`config.mk`:
```
export PLATFORM = sky130hd
export DESIGN_NAME = axilite_bk_regfile_flat
export DESIGN_NICKNAME = d
export VERILOG_FILES = /design/src/rtl/axilite_bk_regfile_if.sv /design/src/rtl/axilite_bk_regfile.sv /design/src/flat_wrapper.sv
export SDC_FILE = /design/constraint.sdc
export NUM_CORES = 1
export LEC_CHECK = 0
export CAP_MARGIN = 10
export CORE_ASPECT_RATIO = 2
export CORE_MARGIN = 8
export CORE_UTILIZATION = 40
export DETAILED_ROUTE_END_ITERATION = 7
export GPL_ROUTABILITY_DRIVEN = 0
export GPL_TIMING_DRIVEN = 1
export MAX_ROUTING_LAYER = met4
export PLACE_DENSITY = 0.66
export SKIP_LAST_GASP = 1
export SLEW_MARGIN = 20
export SYNTH_ARGS = -nofsm -noshare
export SYNTH_HDL_FRONTEND = slang
export SYNTH_SLANG_ARGS = --single-unit
export TNS_END_PERCENT = 10
```
`constraint.sdc`:
```
create_clock -name axi_aclk -period 2.2 [get_ports axi_aclk]
set_input_delay 0.44 -clock axi_aclk [delete_from_list [all_inputs] [get_ports axi_aclk]]
set_output_delay 0.44 -clock axi_aclk [all_outputs]
set_load 0.1 [all_outputs]
```
`src/rtl/axilite_bk_regfile_if.sv`:
```
// Backend request/response bus between the AXI-Lite slave front end and its register target.
interface axilite_bk_regfile_if #(
    parameter int unsigned ADDR_WIDTH = 15
);
    logic                  bk_valid;
    logic                  bk_rd_wr;
    logic [ADDR_WIDTH-1:0] bk_addr;
    logic [31:0]           bk_wdata;
    logic [3:0]            bk_wstrb;
    logic                  bk_ready;
    logic [31:0]           bk_rdata;

    modport master (
        output bk_valid, bk_rd_wr, bk_addr, bk_wdata, bk_wstrb,
        input  bk_ready, bk_rdata
    );

    modport slave (
        input  bk_valid, bk_rd_wr, bk_addr, bk_wdata, bk_wstrb,
        output bk_ready, bk_rdata
    );
endinterface

```
`src/rtl/axilite_bk_regfile.sv`:
```
// Register-file backend: NUM_REGS byte-strobed 32-bit config registers behind the backend
// request bus, with a fixed response latency and a sticky out-of-range flag.
module axilite_bk_regfile #(
    parameter int unsigned ADDR_WIDTH  = 15,
    parameter int unsigned NUM_REGS    = 16,
    parameter int unsigned WAIT_CYCLES = 2,
    parameter logic [31:0] OOR_RDATA   = 32'hDEAD_BEEF
) (
    input  logic                      axi_aclk,
    input  logic                      axi_aresetn,
    axilite_bk_regfile_if.slave       bk,
    output logic [NUM_REGS*32-1:0]    user_regs,
    output logic                      oor_err,
    input  logic                      oor_clr
);

    localparam int unsigned IDX_W = ADDR_WIDTH - 2;
    localparam int unsigned SEL_W = (NUM_REGS > 1) ? $clog2(NUM_REGS) : 1;
    localparam int unsigned CNT_W = 4;

    typedef enum logic [1:0] {
        S_IDLE = 2'd0,
        S_WAIT = 2'd1,
        S_ACK  = 2'd2,
        S_DONE = 2'd3
    } state_t;

    typedef struct packed {
        logic             rd_wr;
        logic             in_range;
        logic [SEL_W-1:0] sel;
        logic [31:0]      wdata;
        logic [3:0]       wstrb;
    } req_t;

    state_t                         state_q;
    req_t                           req_q;
    logic [CNT_W-1:0]               cnt_q;
    logic [NUM_REGS-1:0][31:0]      regs_q;

    logic [IDX_W-1:0] idx_c;
    logic             in_range_c;
    logic [SEL_W-1:0] sel_c;
    logic             unused_addr_c;

    // Word decode of the live request; the two byte-offset bits carry no meaning here.
    assign idx_c         = bk.bk_addr[ADDR_WIDTH-1:2];
    assign in_range_c    = 32'(idx_c) < NUM_REGS;
    assign sel_c         = SEL_W'(idx_c);
    assign unused_addr_c = ^bk.bk_addr[1:0];

    assign user_regs = regs_q;

    function automatic logic [31:0] ack_rdata(input logic rd_wr, input logic in_range,
                                              input logic [SEL_W-1:0] sel);
        if (!rd_wr)        return 32'h0;
        else if (in_range) return regs_q[sel];
        else               return OOR_RDATA;
    endfunction

    always_ff @(posedge axi_aclk or negedge axi_aresetn) begin
        if (!axi_aresetn) begin
            state_q     <= S_IDLE;
            req_q       <= '0;
            cnt_q       <= '0;
            regs_q      <= '0;
            oor_err     <= 1'b0;
            bk.bk_ready <= 1'b0;
            bk.bk_rdata <= 32'h0;
        end else begin
            // Clear first so an out-of-range completion in the same cycle overrides it.
            if (oor_clr) begin
                oor_err <= 1'b0;
            end

            case (state_q)
                S_IDLE: begin
                    if (bk.bk_valid) begin
                        req_q.rd_wr    <= bk.bk_rd_wr;
                        req_q.in_range <= in_range_c;
                        req_q.sel      <= sel_c;
                        req_q.wdata    <= bk.bk_wdata;
                        req_q.wstrb    <= bk.bk_wstrb;
                        if (WAIT_CYCLES == 0) begin
                            state_q     <= S_ACK;
                            bk.bk_ready <= 1'b1;
                            bk.bk_rdata <= ack_rdata(bk.bk_rd_wr, in_range_c, sel_c);
                        end else begin
                            state_q <= S_WAIT;
                            cnt_q   <= CNT_W'(WAIT_CYCLES - 1);
                        end
                    end
                end

                S_WAIT: begin
                    if (cnt_q == '0) begin
                        state_q     <= S_ACK;
                        bk.bk_ready <= 1'b1;
                        bk.bk_rdata <= ack_rdata(req_q.rd_wr, req_q.in_range, req_q.sel);
                    end else begin
                        cnt_q <= cnt_q - CNT_W'(1);
                    end
                end

                S_ACK: begin
                    state_q     <= S_DONE;
                    bk.bk_ready <= 1'b0;
                    bk.bk_rdata <= 32'h0;
                    if (!req_q.in_range) begin
                        oor_err <= 1'b1;
                    end else if (!req_q.rd_wr) begin
                        for (int k = 0; k < 4; k++) begin
                            if (req_q.wstrb[k]) begin
                                regs_q[req_q.sel][8*k +: 8] <= req_q.wdata[8*k +: 8];
                            end
                        end
                    end
                end

                S_DONE: begin
                    state_q <= S_IDLE;
                end

                default: begin
                    state_q <= S_IDLE;
                end
            endcase
        end
    end

endmodule
```
`src/flat_wrapper.sv`:
```
// flat-port wrapper written by rule: the top's interface ports become plain ports
module axilite_bk_regfile_flat 
#(
    parameter int unsigned ADDR_WIDTH  = 15,
    parameter int unsigned NUM_REGS    = 16,
    parameter int unsigned WAIT_CYCLES = 2,
    parameter logic [31:0] OOR_RDATA   = 32'hDEAD_BEEF
)
  (axi_aclk, axi_aresetn, user_regs, oor_err, oor_clr, bk_bk_valid, bk_bk_rd_wr, bk_bk_addr, bk_bk_wdata, bk_bk_wstrb, bk_bk_ready, bk_bk_rdata);
  axilite_bk_regfile_if #(.ADDR_WIDTH(ADDR_WIDTH)) bk_i ();
  input  logic axi_aclk;
  input  logic axi_aresetn;
  output logic [NUM_REGS*32-1:0] user_regs;
  output logic oor_err;
  input  logic oor_clr;
  input wire logic [$bits(bk_i.bk_valid)-1:0] bk_bk_valid;
  input wire logic [$bits(bk_i.bk_rd_wr)-1:0] bk_bk_rd_wr;
  input wire logic [$bits(bk_i.bk_addr)-1:0] bk_bk_addr;
  input wire logic [$bits(bk_i.bk_wdata)-1:0] bk_bk_wdata;
  input wire logic [$bits(bk_i.bk_wstrb)-1:0] bk_bk_wstrb;
  output wire logic [$bits(bk_i.bk_ready)-1:0] bk_bk_ready;
  output wire logic [$bits(bk_i.bk_rdata)-1:0] bk_bk_rdata;
  assign bk_i.bk_valid = bk_bk_valid;
  assign bk_i.bk_rd_wr = bk_bk_rd_wr;
  assign bk_i.bk_addr = bk_bk_addr;
  assign bk_i.bk_wdata = bk_bk_wdata;
  assign bk_i.bk_wstrb = bk_bk_wstrb;
  assign bk_bk_ready = bk_i.bk_ready;
  assign bk_bk_rdata = bk_i.bk_rdata;
  axilite_bk_regfile #(.ADDR_WIDTH(ADDR_WIDTH), .NUM_REGS(NUM_REGS), .WAIT_CYCLES(WAIT_CYCLES), .OOR_RDATA(OOR_RDATA)) u_core (.axi_aclk(axi_aclk), .axi_aresetn(axi_aresetn), .bk(bk_i), .user_regs(user_regs), .oor_err(oor_err), .oor_clr(oor_clr));
endmodule
```
==> impl_metrics.json <==
{
  "fp.coreArea_um2": 65700,
  "yosys.area.top_type": "dfrtp_1",
  "synth.cell_area_um2": 26500,
  "drc_errors": 0,
  "post-place-cells": 3399,
  "maxSlewViolCount": 0,
  "initial_utilization_pct": 40.3,
  "slowest_delay_ps": 590,
  "fin_crit_sh_pct": 100,
  "worstPathArrival_ps": 2740,
  "grt_pass1_wl_mm": 155,
  "totalPowerFinal_mw": 34.3,
  "multi_input_area_um2": 11200,
  "clk_pin_slew_ps": 70,
  "finalNonFillerCells": 3505,
  "critPathMaxFanout": 17,
  "seqCellArea_um2": 14900,
  "vdd_drop_max_v": 0.000826,
  "portBuffers": 599,
  "skew_ps": 19.1,
  "setup_viol": 1,
  "die-area_um2": 75300,
  "clockBufferDepth": 3,
  "cp.buffers_inverters": 4,
  "dp_hpwl_mm": 82.0,
  "r2r_start": "u_core.req_q[36]$_DFFE_PN0P_",
  "synthArstFlopShare_pct": 100,
  "synth-xor-area-share_pct": 0,
  "worstSetupPathType": "reg2reg",
  "grt_max_degree": 60,
  "chipWidth_um": 198,
  "drt_iter0_markers": 993,
  "startpoint_type": "flip-flop",
  "nets": 2642,
  "p_leak_nw": 18.7,
  "place_area_um2": 34500,
  "max_slew_margin_pct": 56.6,
  "yosys.cell_types.count": 45,
  "violations": "setup timing",
  "grt.overflow.total": 0,
  "yosys_warnings": 0,
  "rsz0062_at_grt": "yes",
  "p_per_area_nw_per_um2": 942,
  "synth_compound_gate_area_share_pct": 4.19,
  "synthSimpleGateAreaFrac_pct": 3.22,
  "yosysSeqAreaShare_pct": 56.1,
  "cts_tree": "yes",
  "synthTopCellsByArea": "dfrtp_1, mux2_2, mux2i_1, mux4_2, o22ai_1",
  "antenna_found_initial": 4,
  "period_minus_slack_ps": 2200,
  "synth_top_flop_cell": "dfrtp_1",
  "clk_latency_ps": 610,
  "post_drt_wl_per_cell_um": 30.9,
  "antenna_left": 0,
  "critPathTopFamily": "buffers and inverters",
  "synth.avg_cell_area_um2": 14.4,
  "drt-total-wl_mm": 108,
  "status": "finished, violations left",
  "clock-sinks": 594,
  "setup_tns_ps": -4.87,
  "synth_top_family_by_area": "multiplexers",
  "synth_adder_area_share_pct": 0.236,
  "via_per_inst": 5.70,
  "die_h_um": 380,
  "cp-startpoint": "u_core.req_q[36]$_DFFE_PN0P_",
  "io_pins": 602,
  "final_layout_size_suffix_gt1_share_pct": 55.9,
  "setup_slack_ps": -4.87,
  "finalInstanceArea_um2": 36400,
  "via_count": 19980,
  "fmax_mhz": 454,
  "cap_violations": 0,
  "root_buffer": "clkbuf_16",
  "track_usage_pct": 29.0,
  "synth_fp_nets": 1904,
  "ys_ff_latch": 594,
  "worstSetupEndpointType": "flip-flop",
  "cts_max_level": 2,
  "hold_ws_ps": 338,
  "synth-edff-count": 0,
  "hold_viol_final": 0,
  "dr.pass1.iters": 6,
  "final.fill_count": 5509,
  "syn_inst": 1843,
  "grt_pass1_vias": 21695,
  "rows": 133,
  "synthMuxAreaShare_pct": 34.4,
  "worstPathRequired_ps": 2730,
  "worst_pin_slew_ps": 638,
  "cp_cell_sequence": "buf_12 -> buf_4 -> nor2b_4 -> buf_12 -> a222oi_1 -> buf_4 -> a32oi_1 -> o21ai_0",
  "numCtsBuffers": 54,
  "crit_slowest_cell": "dfrtp_4",
  "synth_top_area_share_pct": 56.1,
  "hold_path_class": "in2async",
  "area_growth_pct": 37.4
}
[flip-flops by register name, summed over array words and instances, names as in the netlist]
name and count:
u_core.user_regs 512, u_core.oor_err 1, u_core.state_q 2, u_core.bk.bk_rdata 32, u_core.bk.bk_ready 1, u_core.req_q 42
u_core.cnt_q 4
[cells in the mapped netlist (2+ instances only)]
cell,count
a2111oi_0,3
a211o_1,8
a21oi_1,23
a222oi_1,21
a22o_1,3
a32oi_1,21
and2_1,5
buf_1,6
buf_2,42
clkbuf_1,64
dfrtp_1,594
ha_1,5
inv_1,7
mux2_1,11
mux2_2,546
mux2i_1,198
mux4_2,38
nand2_1,57
nand2b_1,5
nand3b_1,4
nor2_1,24
nor2_2,20
nor2b_1,3
nor3_1,31
nor3b_1,2
o21ai_0,25
o21ai_1,3
o22ai_1,49
or2_2,5
or3b_2,3
or4_1,3
[path summary, 6_finish.rpt]
kind                                                 endpoint  slack [ps]  cells past startpoint
max in group asynchronous   u_core.user_regs[418]$_DFFE_PN0P_         980                      4
hold reg to reg            u_core.bk.bk_rdata[20]$_DFFE_PN0P_         500                      1
setup reg to reg           u_core.bk.bk_rdata[26]$_DFFE_PN0P_          -5                      8
hold / removal              u_core.user_regs[436]$_DFFE_PN0P_         340                      2
setup / recovery           u_core.bk.bk_rdata[26]$_DFFE_PN0P_          -5                      8
min in group axi_aclk            u_core.req_q[33]$_DFFE_PN0P_         450                      2
[kinds of logic after synthesis]
kind of cell	count (synthesis)
DFF	594
and+or+nand+nor	170
muxes	793
buffers and inverters	121
adders and majority gates	5
AOI/OAI and AO/OA	160
[layout make-up]
| type | instances | area share (%) |
|---|---|---|
| Antenna cell | 4 | 0.0275 |
| Clock buffer | 80 | 4.46 |
| Clock inverter | 19 | 0.625 |
| Inverter | 8 | 0.0825 |
| Multi-Input combinational cell | 1128 | 30.8 |
| Sequential cell | 594 | 40.8 |
| Tap cell | 877 | 3.01 |
| Timing Repair Buffer | 795 | 20.1 |
[through the flow]
stage                     setup WS (ps)  util [%]
after global placement            -61.3      52.5
after floorplan                    46.0         -
after detailed placement           -114      52.5
after global routing              -43.1      55.4
after CTS                         -8.55      55.4
final                             -4.87      55.4
[where the power goes]
group | internal [mW] | leakage [nW] | switching, mW | total, mW
combinational | 4.00 | 9.56 | 6.76 | 10.8
clock | 5.69 | 0.922 | 4.26 | 9.95
sequential | 11.6 | 8.19 | 2.01 | 13.6
total | 21.3 | 18.7 | 13.0 | 34.3
[routing by layer]
metal / track usage, % / part of all wire [%] / up-vias
li1: - / - / 8349
met1: 33.3 / 39 / 10441
met2: 47.5 / 49 / 915
met3: 6.15 / 6.9 / 275
met4: 14.0 / 5.5 / 0
met5: - / 0 / -
[layout by cell type (no fill, tap or decap), types with 38 or more instances in the layout]
cell,Yosys,layout
o22ai_1,49,49
buf_12,0,98
clkbuf_16,0,57
clkdlybuf4s50_1,0,52
nand2_1,57,56
buf_4,1,643
mux4_2,38,38
dfrtp_1,594,590
mux2_2,546,546
mux2i_1,198,197
[timing repair]
action,CTS,global route
setup endpoints to repair,397,49
endpoints found under the hold margin,34,0
hold buffers,1,0
pin swaps,1,0
setup buffers,2,0
resized for setup,9,6
Power figures use the tool's default switching activity.
